<file path="src/rtl/inst_fetch_unit.sv">
// Instruction-fetch stage: owns the fetch pointer, issues in-order word reads
// to instruction memory, buffers returned words tagged with their PC in a small
// prefetch FIFO, and hands them to decode. A redirect flushes the buffer and
// marks every request still in flight as stale so its response is discarded.
//
// Handshakes: both channels use strict valid/ready. A transfer happens on a
// rising edge where valid and ready are both high. A valid source holds its
// payload stable until the transfer. The memory response channel has no
// backpressure: every imem_resp_valid cycle carries exactly one in-order word.
module inst_fetch_unit #(
  parameter int unsigned       ADDR_W     = 32,
  parameter int unsigned       DATA_W     = 32,
  parameter int unsigned       FIFO_DEPTH = 4,
  parameter logic [ADDR_W-1:0] RESET_PC   = '0
) (
  input  logic              clk,
  input  logic              rst,
  input  logic              redirect_valid,
  input  logic [ADDR_W-1:0] redirect_pc,
  output logic              imem_req_valid,
  output logic [ADDR_W-1:0] imem_req_addr,
  input  logic              imem_req_ready,
  input  logic              imem_resp_valid,
  input  logic [DATA_W-1:0] imem_resp_data,
  output logic              if_valid,
  output logic [DATA_W-1:0] if_inst,
  output logic [ADDR_W-1:0] if_pc,
  input  logic              if_ready,
  output logic [ADDR_W-1:0] fetch_pc
);

  localparam int unsigned       PW      = $clog2(FIFO_DEPTH);
  localparam int unsigned       CW      = PW + 1;
  localparam logic [CW-1:0]     DEPTH_C = CW'(FIFO_DEPTH);
  localparam logic [ADDR_W-1:0] STEP    = ADDR_W'(4);

  typedef struct packed {
    logic [ADDR_W-1:0] pc;
    logic [DATA_W-1:0] inst;
  } entry_t;

  // Fetch pointer, PC of the next kept response, and credit/drop counters
  logic [ADDR_W-1:0] fetch_pc_q, fetch_pc_d;
  logic [ADDR_W-1:0] resp_pc_q, resp_pc_d;
  logic [CW-1:0]     out_q, out_d;
  logic [CW-1:0]     drop_q, drop_d;

  // Prefetch FIFO storage and pointers
  entry_t            mem_q [FIFO_DEPTH];
  logic [PW-1:0]     wr_ptr_q, wr_ptr_d;
  logic [PW-1:0]     rd_ptr_q, rd_ptr_d;
  logic [CW-1:0]     count_q, count_d;

  logic              fifo_empty;
  logic              req_fire;
  logic              push;
  logic              pop;
  logic [CW:0]       credit_used;
  logic [ADDR_W-1:0] redirect_tgt;
  logic              unused_redirect_lsbs;

  // Low address bits of a redirect target are forced to a word boundary
  assign redirect_tgt         = {redirect_pc[ADDR_W-1:2], 2'b00};
  assign unused_redirect_lsbs = ^redirect_pc[1:0];

  // Request channel: a new request needs a free FIFO slot for its eventual response
  always_comb begin
    fifo_empty     = (count_q == '0);
    credit_used    = {1'b0, out_q} + {1'b0, count_q};
    imem_req_valid = !rst && !redirect_valid && (credit_used < {1'b0, DEPTH_C});
    imem_req_addr  = fetch_pc_q;
    fetch_pc       = fetch_pc_q;
    req_fire       = imem_req_valid && imem_req_ready;
  end

  // Decode channel and FIFO push/pop strobes; responses reach decode only via the FIFO registers
  always_comb begin
    if_valid = !fifo_empty && !redirect_valid;
    if_inst  = fifo_empty ? '0 : mem_q[rd_ptr_q].inst;
    if_pc    = fifo_empty ? '0 : mem_q[rd_ptr_q].pc;
    pop      = if_valid && if_ready;
    push     = imem_resp_valid && !redirect_valid && (drop_q == '0);
  end

  // Next-state: a redirect overrides issue, pop and push for that cycle
  always_comb begin
    fetch_pc_d = fetch_pc_q;
    resp_pc_d  = resp_pc_q;
    out_d      = out_q + CW'(req_fire) - CW'(imem_resp_valid);
    drop_d     = drop_q;
    wr_ptr_d   = wr_ptr_q;
    rd_ptr_d   = rd_ptr_q;
    count_d    = count_q;
    if (redirect_valid) begin
      fetch_pc_d = redirect_tgt;
      resp_pc_d  = redirect_tgt;
      // Every request physically in flight is now stale, including any already
      // marked by an earlier redirect; this cycle's response is consumed here.
      drop_d     = out_q - CW'(imem_resp_valid);
      wr_ptr_d   = '0;
      rd_ptr_d   = '0;
      count_d    = '0;
    end else begin
      if (req_fire) begin
        fetch_pc_d = fetch_pc_q + STEP;
      end
      if (imem_resp_valid) begin
        if (drop_q != '0) begin
          drop_d = drop_q - CW'(1);
        end else begin
          resp_pc_d = resp_pc_q + STEP;
        end
      end
      if (push) begin
        wr_ptr_d = wr_ptr_q + PW'(1);
      end
      if (pop) begin
        rd_ptr_d = rd_ptr_q + PW'(1);
      end
      count_d = count_q + CW'(push) - CW'(pop);
    end
  end

  // Control state register with synchronous reset
  always_ff @(posedge clk) begin
    if (rst) begin
      fetch_pc_q <= RESET_PC;
      resp_pc_q  <= RESET_PC;
      out_q      <= '0;
      drop_q     <= '0;
      wr_ptr_q   <= '0;
      rd_ptr_q   <= '0;
      count_q    <= '0;
    end else begin
      fetch_pc_q <= fetch_pc_d;
      resp_pc_q  <= resp_pc_d;
      out_q      <= out_d;
      drop_q     <= drop_d;
      wr_ptr_q   <= wr_ptr_d;
      rd_ptr_q   <= rd_ptr_d;
      count_q    <= count_d;
    end
  end

  // FIFO storage write; contents need no reset because count_q gates visibility
  always_ff @(posedge clk) begin
    if (!rst && push) begin
      mem_q[wr_ptr_q] <= {resp_pc_q, imem_resp_data};
    end
  end

  // The credit rule must keep every kept response within FIFO capacity
  always_ff @(posedge clk) begin
    if (!rst && push) begin
      assert (count_q != DEPTH_C);
    end
  end

endmodule

</file>
<file path="config.mk">
export PLATFORM = sky130hd
export DESIGN_NAME = inst_fetch_unit
export DESIGN_NICKNAME = d
export VERILOG_FILES = /design/src/rtl/inst_fetch_unit.sv
export SDC_FILE = /design/constraint.sdc
export NUM_CORES = 1
export LEC_CHECK = 0
export ABC_CLOCK_PERIOD_IN_PS = 4130
export CAP_MARGIN = 20
export CORE_UTILIZATION = 54
export DETAILED_ROUTE_END_ITERATION = 6
export GPL_TIMING_DRIVEN = 0
export PLACE_DENSITY = 0.79
export SYNTH_ARGS = -nofsm -noshare
export SYNTH_HDL_FRONTEND = slang
export SYNTH_SLANG_ARGS = --single-unit
</file>
<file path="constraint.sdc">
create_clock -name clk -period 4.13 [get_ports clk]
set_input_delay 0.413 -clock clk [delete_from_list [all_inputs] [get_ports clk]]
set_output_delay 0.413 -clock clk [all_outputs]
set_load 0.1 [all_outputs]
</file>
== After elaboration in Yosys (flattened, before gate mapping) ==
Memories as Yosys holds them, arrays and structs flattened. A register that Yosys moved wholly into a read port is not among the register bits.
Index checks and enable logic that the tools add are counted.
Word-level totals
  memory bits (writable): 256
  flip-flop bits (word level): 77
  memories: 1
Operators by class
  magnitude comparators: 1
  reductions and logical operators: 21
  bitwise logic cells: 1
  equality and inequality tests: 1
  add/subtract/negate cells: 11
  mux-type cells: 14
Memory list
  mem_q: words 4, width 64, rd ports 1, clocked after memory_dff 1, write ports 1, line 49  | entry_t mem_q [FIFO_DEPTH];
Operators by type and width (number)
  $mux 32: 7
  $add 32x3->32 const B: 2
  $mux 3: 3
  $sub 3x1->3: 3
  $logic_and 1x1->1: 8
  $add 3x1->3: 2
  $logic_not 3->1: 2
  $reduce_and 2->1: 3
  $reduce_bool 2->1: 3
  $add 2x1->2 const B: 2
  $add 3x3->4: 1
  $lt 4x3->1 const B: 1
  $mux 2: 2
  $logic_not 1->1: 3
  $reduce_bool 3->1: 1
  $sub 3x1->3 const B: 1
  $mux 1: 2
  $ne 2x2->1 const B: 1
  $reduce_or 2->1: 1
  $not 1->1: 1

== Longest topological paths before layout ==
Gate-level depths: netlist of run 1.
  word-level depth: 6
  gate-level depth with buffers: 14

== Least setup slack after synthesis of run 1 ==
No wires, ideal clock.
  path type: register to output
  start: reg out_q[1]
  end: out imem_req_valid
  cell stages (with the launch flop): 4
  slack: 0.638 ns
  required time: 3.717 ns
  arrival time: 3.079 ns
  path buffers: 0
  cells stage by stage: dfxtp_1 > ha_1 > a311o_1 > nor3_1
On the way
  word-level cells in the longest chain between the ends: 3
Ends and longest elaborated chain
  start: declaration: line 45  | logic [CW-1:0] out_q, out_d;
  start signal: assignment: line 137  | out_q <= out_d;
  $add 3x3->4: line 69  | credit_used = {1'b0, out_q} + {1'b0, count_q};
  $lt 4x3->1: line 70  | imem_req_valid = !rst && !redirect_valid && (credit_used < {1'b0, DEPTH_C});
  $logic_and 1x1->1: line 70
  end: declaration: line 20  | output logic imem_req_valid,
Every way passes these cells.

==> flow_metrics.py, run 1 <==
metrics = {
    "yosys": {
        "synth_cell_types": 63,
        "ys_warn_count": 0,
        "synthAdderAreaFrac": 0.01737,
        "synth_edf_count": 248,
        "syn_inst": 931,
        "synth-async-reset-ratio": 0,
        "synth_top_flop_cell": "edfxtp_1",
        "synth-simple-area-share": 0.1134,
        "synth_xor_area_frac": 0.02723,
        "synth_compound_area_frac": 0.05038,
        "avgSynthCellArea_um2": 14.86,
        "synth_mux_area_frac": 0.1042,
        "synth-seq-area-share": 0.6469,
        "ys_seq_elements": 323,
        "synth_top_family_by_area": "simple AND/OR/NAND/NOR gates",
        "synth_area_um2": 13830,
    },
    "timing": {
        "drv_slew": 0,
        "fin_worst_skew_ns": 0.01035,
        "rsz0062_at_grt": "false",
        "max_freq_ghz": 0.2619,
        "finalSetupViolations": 0,
        "period_needed_ns": 3.818,
        "holdWs_ns": 0.3393,
        "fin_crit_sh": 0.9246,
        "hold_viol": 0,
        "relSlewSlack": 0.3059,
        "worstMarginPinSlew_ns": 1.038,
    },
    "clock_tree": {
        "cts_tree": "done",
        "post-cts-setup-buffers": 0,
        "cts_buffers": 34,
        "cts_resized": 0,
        "cts_root_buf": "clkbuf_16",
        "clock_path_buffers": 3,
        "insertion_delay_ns": 0.50,
        "cts_hold_buffers": 0,
        "htreeDepth": 2,
        "clkTransAtPathRegs_ns": 0.06,
        "clkSinkCount": 323,
    },
    "die": {
        "die_width_um": 162.0,
        "rows": 58,
        "die_h_um": 162.0,
        "fp.dieArea_um2": 26260,
        "io_pins": 200,
        "start_util": 0.5493,
        "core-area_um2": 25180,
    },
    "critical_path": {
        "critPathKind": "register to output port",
        "rr_endpoint": "out_q[2]",
        "worst_setup_path_start_kind": "register",
        "r2r-start": "out_q[1]",
        "r2r_cells": 13,
        "crit_arrival_ns": 3.41,
        "rrSetupSlack_ns": 0.70,
        "end_kind": "output port",
        "worstPathMaxFanout": 10,
        "cp.required_ns": 3.72,
    },
    "placed_design": {
        "placed_cell_area_um2": 16290,
        "dpl.hpwl_um": 20790,
        "io_buffers": 190,
        "dp.cells": 1461,
        "place.gp.congestion": 0.8729,
    },
    "route": {
        "drc": 0,
        "ant_nets": 0,
        "via_per_inst": 5.737,
        "wl_per_cell_um": 20.45,
        "routed_wl_um": 31130,
        "drtIter0Drc": 726,
        "vias": 8732,
        "drt_first_pass_iters": 5,
    },
    "global_routing": {
        "grt_pass1_wl_um": 48700,
        "grt_pass1_vias": 8801,
        "overflow": 0,
        "antenna_found_initial": 0,
        "grt_use_total": 0.2432,
        "grt_use_met2": 0.4067,
        "use_met1": 0.3295,
        "grt_use_met3": 0.04418,
        "grt_max_degree": 52,
        "busiest_layer": "met2",
    },
    "layout": {
        "final_cells": 1522,
        "final_util": 0.6874,
        "layout-drive-gt1-share": 0.1560,
        "diodes": 0,
        "design_area_um2": 17310,
        "area_growth_pct": 25.15,
        "nets": 1255,
    },
    "power": {
        "finalPower_mw": 7.619,
        "powerDensity_nw_per_um2": 440.1,
        "p_leak_nw": 5.650,
        "vdd_drop_max_v": 0.0004663,
    },
    "run": {
        "maxCapViolCount": 0,
    },
    "worst_hold_path": {
        "hold_end": "resp_pc_q[27]",
        "hp-class": "input pin to register",
        "hold_start": "rst",
        "whs_path_depth": 3,
    },
    "outcome": {
        "outcome": "complete, no violations",
    },
}
power breakdown:
part	total (mW)	internal, mW	switching (mW)	leakage, nW
Combinational	1.12	0.340	0.777	2.28
Clock	2.81	1.63	1.18	0.494
Sequential	3.69	3.59	0.107	2.87
Total	7.62	5.56	2.06	5.65
cell usage after synthesis, types with 5 or more instances:
cell	number	area share
inv_1	22	0.0060
nand4_1	20	0.0090
nor3_1	8	0.0029
dfxtp_1	75	0.11
o21a_1	6	0.0033
a21oi_1	22	0.0080
a211oi_1	12	0.0065
nor4_1	10	0.0045
clkbuf_1	27	0.0073
nand3_1	23	0.0083
ha_1	16	0.014
buf_1	6	0.0016
xnor2_1	27	0.017
edfxtp_1	248	0.54
buf_4	38	0.021
buf_2	9	0.0033
or4_1	5	0.0027
and2_1	7	0.0032
or3_1	7	0.0032
a21boi_0	10	0.0054
nor2_1	39	0.011
mux4_2	62	0.10
o21ai_0	10	0.0036
nor2b_1	63	0.028
and3_1	10	0.0045
xor2_1	16	0.010
a31oi_1	16	0.0072
o211ai_1	5	0.0027
nand2_1	48	0.013
layout make-up:
type	count	area, µm²
Sequential cell	323	8949
Inverter	24	90.09
Clock inverter	13	98.84
Timing Repair Buffer	195	2008
Clock buffer	48	924.6
Tap cell	330	412.9
Fill cell	1720	7871
Multi-Input combinational cell	508	4362
Buffer	81	465.4
worst max-delay path, stage by stage, from the launching register on:
cell	delay, ns
dfxtp_1	0.31
clkbuf_1	0.41
clkbuf_1	0.50
mux4_2	0.34
nor2b_1	0.17
clkdlybuf4s50_1	1.17
placed cells by master, fill, tap and decap left out, types with 7 or more instances in the layout:
| cell type | Yosys | routed |
|---|---|---|
| edfxtp_1 | 248 | 248 |
| clkdlybuf4s50_1 | 0 | 190 |
| dfxtp_1 | 75 | 75 |
| nor2b_1 | 63 | 63 |
| mux4_2 | 62 | 62 |
| nand2_1 | 48 | 48 |
| clkbuf_1 | 27 | 40 |
| nor2_1 | 39 | 39 |
| buf_4 | 38 | 38 |
| clkbuf_16 | 0 | 35 |
| xnor2_1 | 27 | 27 |
| nand3_1 | 23 | 23 |
| inv_1 | 22 | 22 |
| a21oi_1 | 22 | 22 |
| nand4_1 | 20 | 20 |
| a31oi_1 | 16 | 16 |
| xor2_1 | 16 | 16 |
| ha_1 | 16 | 16 |
| a211oi_1 | 12 | 12 |
| and3_1 | 10 | 10 |
| a21boi_0 | 10 | 10 |
| o21ai_0 | 10 | 10 |
| nor4_1 | 10 | 10 |
| buf_2 | 9 | 9 |
| or3_1 | 7 | 7 |
| nor3_1 | 8 | 7 |
per-stage QoR:
stage	setup WS [ns]	TNS, ns
final	0.3116	0
after floorplan	0.6376	0
after detailed placement	0.2636	0
after global placement	-0.5755	-138.43
after CTS	0.2357	0
after global routing	0.09928	0
registers in the layout (all words and copies together), names as in the netlist, named ones only:
signal and cells:
mem_q 248, fetch_pc 30, resp_pc_q 30, count_q 3, drop_q 3, out_q 3, rd_ptr_q 2, wr_ptr_q 2
kinds of logic after synthesis:
kind of cell,after synthesis
compound gates,103
xor+xnor,43
fa+ha+maj,18
buf+inv,105
flops,323
mux,66
other cells,1
simple gates,272
how the worst max path moves through the flow:
| stage | start | endpoint | slack (ns) |
|---|---|---|---|
| final | register | if_pc[8] | 0.31 |
| after floorplan | out_q[1] | imem_req_valid | 0.64 |
| after global placement | imem_resp_valid | mem_q[0][22] | -0.58 |
| after global routing | register | if_pc[17] | 0.1 |
| after CTS | register | if_pc[8] | 0.24 |
| after detailed placement | redirect_valid | count_q[2] | 0.26 |
per-layer routing:
metal	up-vias	part of all wire
met3	42	0.078
li1	3984	-
met1	4286	0.42
met4	0	0.017
met5	-	0
met2	420	0.49
Power figures use the tool's default switching activity.
==> inputs of run 2 (changes only) <==
--- a/config.mk
+++ b/config.mk
@@ -5,10 +5,11 @@
 export SDC_FILE = /design/constraint.sdc
 export NUM_CORES = 1
 export LEC_CHECK = 0
-export ABC_CLOCK_PERIOD_IN_PS = 4130
+export ABC_CLOCK_PERIOD_IN_PS = 3600
 export CAP_MARGIN = 20
 export CORE_UTILIZATION = 54
 export DETAILED_ROUTE_END_ITERATION = 6
+export GPL_ROUTABILITY_DRIVEN = 0
 export GPL_TIMING_DRIVEN = 0
 export PLACE_DENSITY = 0.79
 export SYNTH_ARGS = -nofsm -noshare
==> constraint.sdc (replaced) <==
create_clock -name clk -period 3.6 [get_ports clk]
set_input_delay 0.36 -clock clk [delete_from_list [all_inputs] [get_ports clk]]
set_output_delay 0.36 -clock clk [all_outputs]
set_load 0.005 [all_outputs]
==> results of run 2 <==
Same layout as run 1 (identical final DEF). Status: complete, no violations.
Main changes from that run: setup slack after placement 0.2636 ns -> -0.2134 ns; setup slack after layout 0.3116 ns -> 0.1746 ns; hold slack 0.3393 ns -> 0.2863 ns; end point of the critical path if_pc[8] -> out_q[2]; register-to-register setup slack 0.70 ns -> 0.17 ns; total power 7.619 mW -> 8.169 mW; worst IR drop on VDD 0.0004663 V -> 0.0005344 V
==> inputs of run 3 (changes only) <==
--- a/config.mk
+++ b/config.mk
@@ -7,6 +7,7 @@
 export LEC_CHECK = 0
 export ABC_CLOCK_PERIOD_IN_PS = 3600
 export CAP_MARGIN = 20
+export CORE_ASPECT_RATIO = 1.25
 export CORE_UTILIZATION = 54
 export DETAILED_ROUTE_END_ITERATION = 6
 export GPL_ROUTABILITY_DRIVEN = 0
==> constraint.sdc (replaced) <==
create_clock -name clk -period 3.6 [get_ports clk]
set_input_delay 0.72 -clock clk [delete_from_list [all_inputs] [get_ports clk]]
set_output_delay 0.72 -clock clk [all_outputs]
set_load 0.005 [all_outputs]
==> flow_metrics.py, run 3 (synthesis results as in run 1) <==
metrics = {
    "timing": {
        "fin_crit_sh": 0.9817,
        "worstMarginPinSlew_ns": 0.9216,
        "fin_worst_skew_ns": 0.01501,
        "rsz0062_at_grt": "true",
        "finalSetupViolations": 0,
        "hold_viol": 0,
        "period_needed_ns": 3.534,
        "drv_slew": 0,
        "setup_tns_ns": 0,
        "max_freq_ghz": 0.2830,
        "relSlewSlack": 0.3805,
    },
    "layout": {
        "largest_register_ffs": 248,
        "diodes": 0,
        "area_growth_pct": 26.02,
        "top_register": "mem_q",
        "final_util": 0.6914,
        "fillers": 1747,
        "layout-drive-gt1-share": 0.1726,
        "nets": 1251,
        "regArea_um2": 8949,
        "final_common_cell": "edfxtp_1",
        "multi_input_comb_area_um2": 4362,
        "final_cell_mix": "edfxtp_1 (248), clkdlybuf4s50_1 (190), dfxtp_1 (75)",
    },
    "route": {
        "top_layer": "met4",
        "drt_first_pass_iters": 5,
        "wl_per_cell_um": 20.05,
        "drtIter0Drc": 551,
        "wl_met3_um": 1968,
        "drc": 0,
        "wl_met2_um": 15910,
        "routed_wl_um": 30530,
        "vias": 8673,
        "ant_nets": 0,
        "drt-met1-wl_um": 11990,
        "via_per_inst": 5.695,
    },
    "power": {
        "seq_power_share": 0.499,
        "sw_frac_of_total": 0.2149,
        "clkPwrFrac": 0.417,
        "combPwrFrac": 0.084,
        "p_leak_nw": 5.724,
        "vdd_drop_max_v": 0.0003365,
        "internal-power_mw": 6.654,
        "powerDensity_nw_per_um2": 486.2,
        "power.switching_mw": 1.821,
        "finalPower_mw": 8.475,
    },
    "critical_path": {
        "critPathKind": "register to output port",
        "crit_arrival_ns": 2.81,
        "worst_setup_path_start_kind": "register",
        "end_kind": "output port",
        "worstPathMaxFanout": 10,
        "cp.required_ns": 2.88,
        "r2r_cells": 13,
    },
    "outcome": {
        "outcome": "complete, no violations",
    },
    "clock_tree": {
        "htreeDepth": 1,
        "clock_path_buffers": 3,
        "clkTransAtPathRegs_ns": 0.06,
        "cts_root_buf": "clkbuf_16",
        "cts_buffers": 31,
        "cts_tree": "done",
        "cts_hold_buffers": 0,
        "insertion_delay_ns": 0.56,
        "clkSinkCount": 323,
    },
    "worst_hold_path": {
        "hp-class": "register to register",
        "whs_path_depth": 2,
    },
    "die": {
        "core-area_um2": 25210,
        "io_pins": 200,
        "rows": 65,
        "die_width_um": 145.2,
        "fp.dieArea_um2": 26260,
        "die_h_um": 180.9,
        "start_util": 0.5486,
    },
    "placed_design": {
        "dpl.hpwl_um": 20260,
        "io_buffers": 190,
    },
    "global_routing": {
        "grt_max_degree": 48,
        "grt_pass1_wl_um": 48560,
        "antenna_found_initial": 0,
        "grt_use_total": 0.2369,
        "overflow": 0,
        "grt_pass1_vias": 8999,
    },
    "run": {
        "maxCapViolCount": 0,
    },
}
-- run 3: cell types whose count changed in the layout (fill, tap and decap cells not counted), sizes merged --
cell      before  now
clkinv         9   13
bufinv         1    8
inv           25   24
clkbuf        75   57
clkinvlp       2    6
-- run 3: layout make-up --
class	instances	share of cell area
clock inverter	27	0.02024
timing repair buffer	196	0.1154
buffer	79	0.02706
clock buffer	31	0.04450
sequential	323	0.5134
tap	335	0.02405
inverter	24	0.005168
multi-input combinational	508	0.2502
-- run 3: power by group through the flow --
stage	combinational, mW	sequential (mW)	clock (mW)
2_1_floorplan	0.362	4.27	0
3_3_place_gp	0.685	4.31	0
3_5_place_dp	0.706	4.31	0
4_1_cts	0.713	4.23	3.58
5_1_grt	0.777	4.25	3.74
6_report	0.710	4.23	3.53
-- run 3: per-layer routing --
layer | GRT usage | up-vias
met5 | 0 | -
met4 | 0.07032 | 0
met3 | 0.02753 | 49
met2 | 0.4283 | 384
met1 | 0.2994 | 4256
li1 | - | 3984
-- run 3: worst max-delay path, stage by stage (launching register included) --
cell and delay [ns]:
dfxtp_1 0.62, buf_2 0.44, mux4_2 0.56, nor2b_1 0.16, clkdlybuf4s50_1 0.49
-- run 3: worst paths after layout --
check / startpoint / end / slack [ns]
setup / recovery: register / if_pc[3] / 0.07
hold / removal: wr_ptr_q[0] / wr_ptr_q[0] / 0.52
setup reg to reg: out_q[1] / out_q[2] / 0.34
hold reg to reg: wr_ptr_q[0] / wr_ptr_q[0] / 0.52
-- run 3: timing repair --
item,4_1_cts,5_1_grt
setup endpoints to repair,62,46
resized for setup,8,3
setup buffers,0,1
pin swaps,0,1
-- run 3: per-stage QoR --
step	hold slack (ns)	instance area, µm²	instances	setup WS [ns]
after detailed placement	0.5047	16290	1466	-0.6362
final	0.5211	17430	1523	0.06592
after CTS	0.5187	17420	1523	0.009002
after global routing	0.5417	17430	1523	-0.05248
after global placement	0.4785	16170	1461	-1.486
after floorplan	0.4658	13850	936	0.2589
